[config.mk]
export PLATFORM = sky130hd
export DESIGN_NAME = seq_parser_mstream
export DESIGN_NICKNAME = d
export VERILOG_FILES = /design/src/rtl/seq_parser_mstream.sv
export SDC_FILE = /design/constraint.sdc
export NUM_CORES = 2
export LEC_CHECK = 0
export ABC_AREA = 1
export BUFFER_PORTS_ARGS = -buffer_cell sky130_fd_sc_hd__buf_2
export CORE_UTILIZATION = 35
export DETAILED_ROUTE_END_ITERATION = 8
export PLACE_DENSITY_LB_ADDON = 0.15
export SETUP_SLACK_MARGIN = 0.02
export SLEW_MARGIN = 20
export SYNTH_ARGS = -nofsm -noshare
export SYNTH_HDL_FRONTEND = slang
export SYNTH_SLANG_ARGS = --single-unit
[constraint.sdc]
create_clock -name clk -period 17.12 [get_ports clk]
set_clock_uncertainty 0.15 [all_clocks]
set_input_delay 3.424 -clock clk [delete_from_list [all_inputs] [get_ports clk]]
set_output_delay 3.424 -clock clk [all_outputs]
set_load 0.1 [all_outputs]
[src/rtl/seq_parser_mstream.sv]
// seq_parser_mstream
// Parses length-prefixed packets that arrive as 32-bit beats. Each packet
// belongs to one of NUM_STREAMS streams, and the parser keeps a 32-bit
// sequence number for every stream. For each packet it reports gaps,
// reordering or duplicates, and format errors. Parsed packets wait in a
// two-entry output buffer, so reception continues while one packet waits
// for the consumer.
//
// Ports:
//   clk            clock, rising edge
//   reset_b        asynchronous active-low reset
//   dataIn         input beat, first wire byte in [31:24]
//   dataIn_val     input beat valid
//   dataIn_ready   parser can accept a beat (output buffer not full)
//   dataIN_last    final beat of the packet
//   dataOut        payload, first byte in the MSBs, zero-padded
//   dataOut_val    output packet valid
//   dataOut_ready  consumer takes the head packet
//   dataOut_bytes  number of payload bytes stored
//   dataOut_stream stream id of the packet
//   packetLost     gap detected before this packet
//   lostCount      number of missing sequence numbers
//   seqError       duplicate or out-of-order sequence number
//   fmtError       malformed packet
module seq_parser_mstream #(
    parameter int  NUM_STREAMS       = 32,
    parameter int  MAX_PAYLOAD_BYTES = 37,
    localparam int STREAM_W          = $clog2(NUM_STREAMS)
) (
    input  logic                           clk,
    input  logic                           reset_b,
    input  logic [31:0]                    dataIn,
    input  logic                           dataIn_val,
    output logic                           dataIn_ready,
    input  logic                           dataIN_last,
    output logic [MAX_PAYLOAD_BYTES*8-1:0] dataOut,
    output logic                           dataOut_val,
    input  logic                           dataOut_ready,
    output logic [15:0]                    dataOut_bytes,
    output logic [STREAM_W-1:0]            dataOut_stream,
    output logic                           packetLost,
    output logic [31:0]                    lostCount,
    output logic                           seqError,
    output logic                           fmtError
);

    localparam int          PW       = MAX_PAYLOAD_BYTES * 8;
    localparam logic [15:0] MAX_B    = 16'(MAX_PAYLOAD_BYTES);
    localparam logic [15:0] NUM_S    = 16'(NUM_STREAMS);

    typedef enum logic [1:0] {HDR0 = 2'd0, HDR1 = 2'd1, DATA = 2'd2} state_t;

    typedef struct packed {
        logic [PW-1:0]       payload;
        logic [15:0]         bytes;
        logic [STREAM_W-1:0] stream;
        logic                lost;
        logic [31:0]         lost_count;
        logic                seq_err;
        logic                fmt_err;
    } entry_t;

    // Parser state
    state_t        state_r;
    logic [15:0]   len_r;
    logic [15:0]   sid_r;
    logic [31:0]   seq_r;
    logic [15:0]   rem_r;      // payload bytes still expected
    logic [15:0]   cons_r;     // payload bytes already consumed
    logic          fmt_r;      // format error seen so far in this packet
    logic [PW-1:0] pack_r;

    // Stream table
    logic [31:0]   last_tab_r [NUM_STREAMS];
    logic          seen_r     [NUM_STREAMS];

    // Output buffer: ent0_r is the head
    entry_t        ent0_r;
    entry_t        ent1_r;
    logic [1:0]    cnt_r;
    logic          val_r;
    logic          rdy_r;

    // Combinational helpers
    logic                accept_s;
    logic                push_s;
    logic                pop_s;
    logic [1:0]          cnt_n_s;
    logic [15:0]         len_s;
    logic [15:0]         sid_s;
    logic [31:0]         seq_s;
    logic [2:0]          keep_s;
    logic [PW-1:0]       pack_n_s;
    logic [STREAM_W-1:0] tab_idx_s;
    logic [31:0]         diff_s;
    logic                seen_s;
    logic                fmt_fin_s;
    logic                tab_wr_s;
    entry_t              new_s;

    assign accept_s  = dataIn_val & rdy_r;
    assign push_s    = accept_s & dataIN_last;
    assign pop_s     = val_r & dataOut_ready;

    // Header fields are little-endian on the wire, so swap the bytes
    assign len_s     = {dataIn[23:16], dataIn[31:24]};
    assign sid_s     = {dataIn[7:0], dataIn[15:8]};
    assign seq_s     = {dataIn[7:0], dataIn[15:8], dataIn[23:16], dataIn[31:24]};

    assign tab_idx_s = sid_r[STREAM_W-1:0];
    assign seen_s    = seen_r[tab_idx_s];
    assign diff_s    = seq_r - (last_tab_r[tab_idx_s] + 32'd1);

    // The last data beat is well formed only if 1..4 bytes remain
    assign fmt_fin_s = fmt_r | (rem_r == 16'd0) | (rem_r > 16'd4);

    // Bytes taken from the current beat, and the packing register after that beat
    always_comb begin
        pack_n_s = pack_r;
        if (rem_r >= 16'd4) begin
            keep_s = 3'd4;
        end else begin
            keep_s = rem_r[2:0];
        end
        for (int k = 0; k < 4; k++) begin
            if ((k < int'(keep_s)) && ((int'(cons_r) + k) < MAX_PAYLOAD_BYTES)) begin
                pack_n_s[(MAX_PAYLOAD_BYTES - 1 - int'(cons_r) - k) * 8 +: 8] = dataIn[(3 - k) * 8 +: 8];
            end else begin
                pack_n_s = pack_n_s;
            end
        end
    end

    // Build the output entry and decide on the table write for a packet ending this cycle
    always_comb begin
        new_s    = '0;
        tab_wr_s = 1'b0;
        case (state_r)
            HDR0: begin
                new_s.fmt_err = 1'b1;
            end
            HDR1: begin
                new_s.fmt_err = 1'b1;
                new_s.stream  = sid_r[STREAM_W-1:0];
            end
            DATA: begin
                new_s.stream = sid_r[STREAM_W-1:0];
                if (fmt_fin_s) begin
                    new_s.fmt_err = 1'b1;
                end else begin
                    new_s.payload = pack_n_s;
                    new_s.bytes   = len_r - 16'd8;
                    if (!seen_s || (diff_s == 32'd0)) begin
                        tab_wr_s = 1'b1;
                    end else if (!diff_s[31]) begin
                        tab_wr_s         = 1'b1;
                        new_s.lost       = 1'b1;
                        new_s.lost_count = diff_s;
                    end else begin
                        new_s.seq_err = 1'b1;
                    end
                end
            end
            default: begin
                new_s.fmt_err = 1'b1;
            end
        endcase
    end

    // Packet parser FSM: header capture, payload packing, format tracking
    always_ff @(posedge clk or negedge reset_b) begin
        if (!reset_b) begin
            state_r <= HDR0;
            len_r   <= 16'd0;
            sid_r   <= 16'd0;
            seq_r   <= 32'd0;
            rem_r   <= 16'd0;
            cons_r  <= 16'd0;
            fmt_r   <= 1'b0;
            pack_r  <= '0;
        end else if (accept_s) begin
            case (state_r)
                HDR0: begin
                    if (!dataIN_last) begin
                        len_r   <= len_s;
                        sid_r   <= sid_s;
                        fmt_r   <= (len_s < 16'd8) | (len_s > (MAX_B + 16'd8)) | (sid_s >= NUM_S);
                        rem_r   <= (len_s < 16'd8) ? 16'd0 : (len_s - 16'd8);
                        cons_r  <= 16'd0;
                        pack_r  <= '0;
                        state_r <= HDR1;
                    end
                end
                HDR1: begin
                    seq_r   <= seq_s;
                    state_r <= dataIN_last ? HDR0 : DATA;
                end
                DATA: begin
                    pack_r <= pack_n_s;
                    cons_r <= cons_r + {13'd0, keep_s};
                    rem_r  <= rem_r - {13'd0, keep_s};
                    if (dataIN_last) begin
                        state_r <= HDR0;
                    end else if (rem_r <= 16'd4) begin
                        // payload exhausted but the packet keeps going
                        fmt_r <= 1'b1;
                    end
                end
                default: begin
                    state_r <= HDR0;
                end
            endcase
        end
    end

    // Per-stream table of last accepted sequence number and seen bit
    always_ff @(posedge clk or negedge reset_b) begin
        if (!reset_b) begin
            for (int i = 0; i < NUM_STREAMS; i++) begin
                last_tab_r[i] <= 32'd0;
                seen_r[i]     <= 1'b0;
            end
        end else if (push_s && tab_wr_s) begin
            last_tab_r[tab_idx_s] <= seq_r;
            seen_r[tab_idx_s]     <= 1'b1;
        end
    end

    // Next occupancy of the output buffer
    always_comb begin
        cnt_n_s = cnt_r;
        if (push_s && !pop_s) begin
            cnt_n_s = cnt_r + 2'd1;
        end else if (pop_s && !push_s) begin
            cnt_n_s = cnt_r - 2'd1;
        end else begin
            cnt_n_s = cnt_r;
        end
    end

    // Two-entry output buffer; empty slots are kept at zero so idle outputs read 0
    always_ff @(posedge clk or negedge reset_b) begin
        if (!reset_b) begin
            ent0_r <= '0;
            ent1_r <= '0;
            cnt_r  <= 2'd0;
            val_r  <= 1'b0;
            rdy_r  <= 1'b0;
        end else begin
            if (pop_s) begin
                if (cnt_r == 2'd2) begin
                    ent0_r <= ent1_r;
                end else if (push_s) begin
                    ent0_r <= new_s;
                end else begin
                    ent0_r <= '0;
                end
                ent1_r <= '0;
            end else if (push_s) begin
                if (cnt_r == 2'd0) begin
                    ent0_r <= new_s;
                end else begin
                    ent1_r <= new_s;
                end
            end
            cnt_r <= cnt_n_s;
            val_r <= (cnt_n_s != 2'd0);
            rdy_r <= (cnt_n_s != 2'd2);
        end
    end

    assign dataIn_ready   = rdy_r;
    assign dataOut_val    = val_r;
    assign dataOut        = ent0_r.payload;
    assign dataOut_bytes  = ent0_r.bytes;
    assign dataOut_stream = ent0_r.stream;
    assign packetLost     = ent0_r.lost;
    assign lostCount      = ent0_r.lost_count;
    assign seqError       = ent0_r.seq_err;
    assign fmtError       = ent0_r.fmt_err;

endmodule

==> impl_metrics.yaml <==
outcome:
  status: "completed"
finish:
  nets: 14600
  final_area_um2: 127000
  finalCoreUtilization_pct: 39.9
  area_growth_pct: 13.1
  drive_gt1_share_pct: 8.69
yosys:
  synth_flop_cell: "dfrtp_1"
  synthTopCellsByArea: "dfrtp_1 48%, nand2_1 16%, o21ai_0 7.2%"
  ys_ff_latch: 2146
  syn_nets: 14800
  synth_cell_types: 59
  synth_top_area_share_pct: 47.7
  syn_inst: 14700
  async_flop_share_pct: 100
  synth_area_um2: 113000
  synth_top_area_cell: "dfrtp_1"
  synthTopCellsByCount: "4,814 x nand2_1, 2,146 x dfrtp_1, 1,622 x o21ai_0"
  synth_most_common_cell: "nand2_1"
  syn_avg_cell_area_um2: 7.67
  synth_edf_count: 0
  synth_warnings: 0
  ys_seq_area_share_pct: 47.7
clock_network:
  cts_resized: 0
  post_cts_buffers: 0
  cts_sinks: 2146
  tritoncts: "yes"
  cts_buffers: 266
  clockRootBuffer: "clkbuf_16"
  cts_max_path_buffers: 4
  clock_insertion_delay_worst_skew_ns: 0.94
  clk_pin_slew_ns: 0.07
  h-tree-depth: 5
  cts_hold_buffers: 0
detailed_routing:
  first_pass_iters: 9
  drc: 0
  antenna_left: 0
  drt_iter0_drc: 14100
  vias: 109000
  via_per_inst: 5.71
  drt_wl_total_mm: 532
  avgRoutedWirePerCell_um: 27.9
timing:
  rsz0062_at_grt: "no"
  slew_headroom_pct: 15.5
  worst_slew_pin_slew_ns: 1.26
  setup_tns_ns: 0
  drv_slew: 0
  fmax_mhz: 112
  setup_viol: 0
  final.min_clock_period_ns: 8.94
  timing.final.crit_share_pct: 52.2
  hold_violations: 0
worst_setup_path:
  timing.rr.start: "sid_r[1]$_DFFE_PN0P_"
  startpoint: "sid_r[1]$_DFFE_PN0P_"
  critPathArrivalTime_ns: 9.52
  crit_required_ns: 17.70
  worstSetupPathType: "reg2reg"
  cp-start-kind: "register"
  cp_max_fo: 141
  ff2ff_path_depth: 26
  crit_path_end_kind: "register"
die:
  core_um2: 319000
  die_h_um: 569
  ios: 391
  start_util_pct: 35.3
  fp.dieW_um: 569
  die_area_um2: 324000
  rows: 207
global_route:
  grt_start_max_net_pins: 171
  antenna_found_initial: 64
  grt_pass1_vias: 100000
  grt-ovfl-total: 0
  grt_pass1_wl_mm: 760
  groute.usage.overall_pct: 32.0
power:
  powerDensity_nw_per_um2: 144
  ir_drop_mv: 0.127
  power.total_w: 0.0184
  power.leakage_nw: 62.1
worst_hold_path:
  hold_start: "seen_r[7]$_DFFE_PN0P_"
  min_path_type: "reg2reg"
  hold_depth: 2
placed_design:
  numPortBuffers: 389
  gp_congestion: 1.04
  place_area_um2: 118000
  dpl.hpwl_mm: 368
job:
  max_cap_violations: 0
cells in the final DEF, fill, tap and decap left out, types with 25 or more instances in the layout:
cell | netlist | final
clkbuf_1 | 812 | 55
clkbuf_16 | 0 | 270
inv_1 | 993 | 982
buf_4 | 4 | 223
o21bai_1 | 38 | 38
xor2_1 | 77 | 74
nand2_2 | 24 | 27
a22o_1 | 41 | 41
o21ai_1 | 139 | 145
nand3_1 | 1209 | 1208
o21ai_0 | 1622 | 1615
ha_1 | 49 | 48
inv_2 | 43 | 44
nand4_1 | 225 | 225
a21oi_1 | 83 | 83
clkbuf_8 | 0 | 63
nor3_1 | 94 | 80
o221ai_1 | 26 | 26
nor2_1 | 643 | 622
clkinv_2 | 0 | 35
diode_2 | 0 | 29
nand2_1 | 4814 | 4811
nor2_2 | 37 | 47
dfrtp_1 | 2146 | 2145
a32o_1 | 252 | 252
nor2_4 | 14 | 25
buf_2 | 61 | 388
a22oi_1 | 528 | 528
o211ai_1 | 299 | 299
a21boi_0 | 36 | 36
sequential cells by signal, indices dropped and copies added (netlist names):
register        cells
dataOut           296
seq_r              32
dataOut_stream      5
ent1_r            351
cons_r             16
last_tab_r       1024
dataIn_ready        1
dataOut_val         1
cnt_r               2
sid_r               5
seqError            1
len_r              16
packetLost          1
fmt_r               1
seen_r             32
rem_r              16
state_r             2
pack_r            296
fmtError            1
lostCount          31
dataOut_bytes      16
final cells by class:
type                    count  area (um2)
clock inverters            84        1080
repair buffers            632        4030
fillers                 33500      192000
multi-input cells       10400       51300
diodes                     29        72.6
flip-flops and latches   2146       53700
well taps                4284        5360
clock buffers             388        7830
inverters                1054        4000
per-stage QoR:
stage,std cells,setup slack (ns),hold slack (ns)
finish,19100,8.18,0.298
detailed placement,18600,8.55,0.289
floorplan,14700,11.46,0.272
global placement,18600,7.15,0.282
global route,19000,7.78,0.316
CTS,19000,8.41,0.303
metal layers:
layer  vias up  GRT usage, %  routed length [um]  part of all wire (%)
met5         -             0                 143                 0.027
met4        24          9.78               17800                   3.3
met3       801          10.1               60700                    11
met2      5249          42.3              206000                    39
met1     53800          48.6              247000                    46
li1      49000             -                   -                     -
report_power, final:
| group | total [W] | switching [W] | internal, W |
|---|---|---|---|
| sequential | 0.00540 | 0.000185 | 0.00522 |
| combinational | 0.00714 | 0.00603 | 0.00111 |
| clock | 0.00585 | 0.00242 | 0.00344 |
| total | 0.0184 | 0.00863 | 0.00977 |
logic make-up (layout without fill, tap and decap cells):
group | Yosys count | after routing | synth area share (%)
xor gates and xnor gates | 86 | 86 | 0.669
adders and majority gates | 51 | 51 | 0.580
AOI/OAI and AO/OA | 3173 | 3173 | 17.7
and+or+nand+nor | 7137 | 7137 | 26.3
other | 2 | 31 | 0.00667
buffers and inverters | 2087 | 2158 | 7.05
DFF | 2146 | 2146 | 47.7
worst max-delay path: stages, from the launching register on:
cell,delay (ns)
dfrtp_1,0.49
nor2_4,0.49
buf_12,0.54
buf_12,0.63
a22oi_1,0.20
a21boi_0,0.62
a2111oi_0,0.18
ha_1,0.39
nand3_1,0.09
nand3_1,0.12
nand2_1,0.07
nand3_1,0.11
a21boi_0,0.15
o21ai_0,0.48
a21boi_0,0.25
o21ai_0,0.40
xor2_1,0.22
inv_1,0.14
nand3_1,0.08
nor2_1,0.10
nand4_1,0.13
nand3_2,0.11
buf_4,0.40
nand4_1,0.86
buf_4,0.61
nand2_1,0.11
o21ai_0,0.09
path summary, 6_finish.rpt:
check / slack, ns / end
setup / recovery: 8.18 / last_tab_r[309]$_DFFE_PN0P_
hold / removal: 0.30 / seen_r[7]$_DFFE_PN0P_
setup reg to reg: 8.18 / last_tab_r[309]$_DFFE_PN0P_
hold reg to reg: 0.30 / seen_r[7]$_DFFE_PN0P_
max in group asynchronous: 11.08 / dataOut[167]$_DFFE_PN0P_
min in group asynchronous: 2.34 / last_tab_r[732]$_DFFE_PN0P_
(Power assumes the default switching activity.)
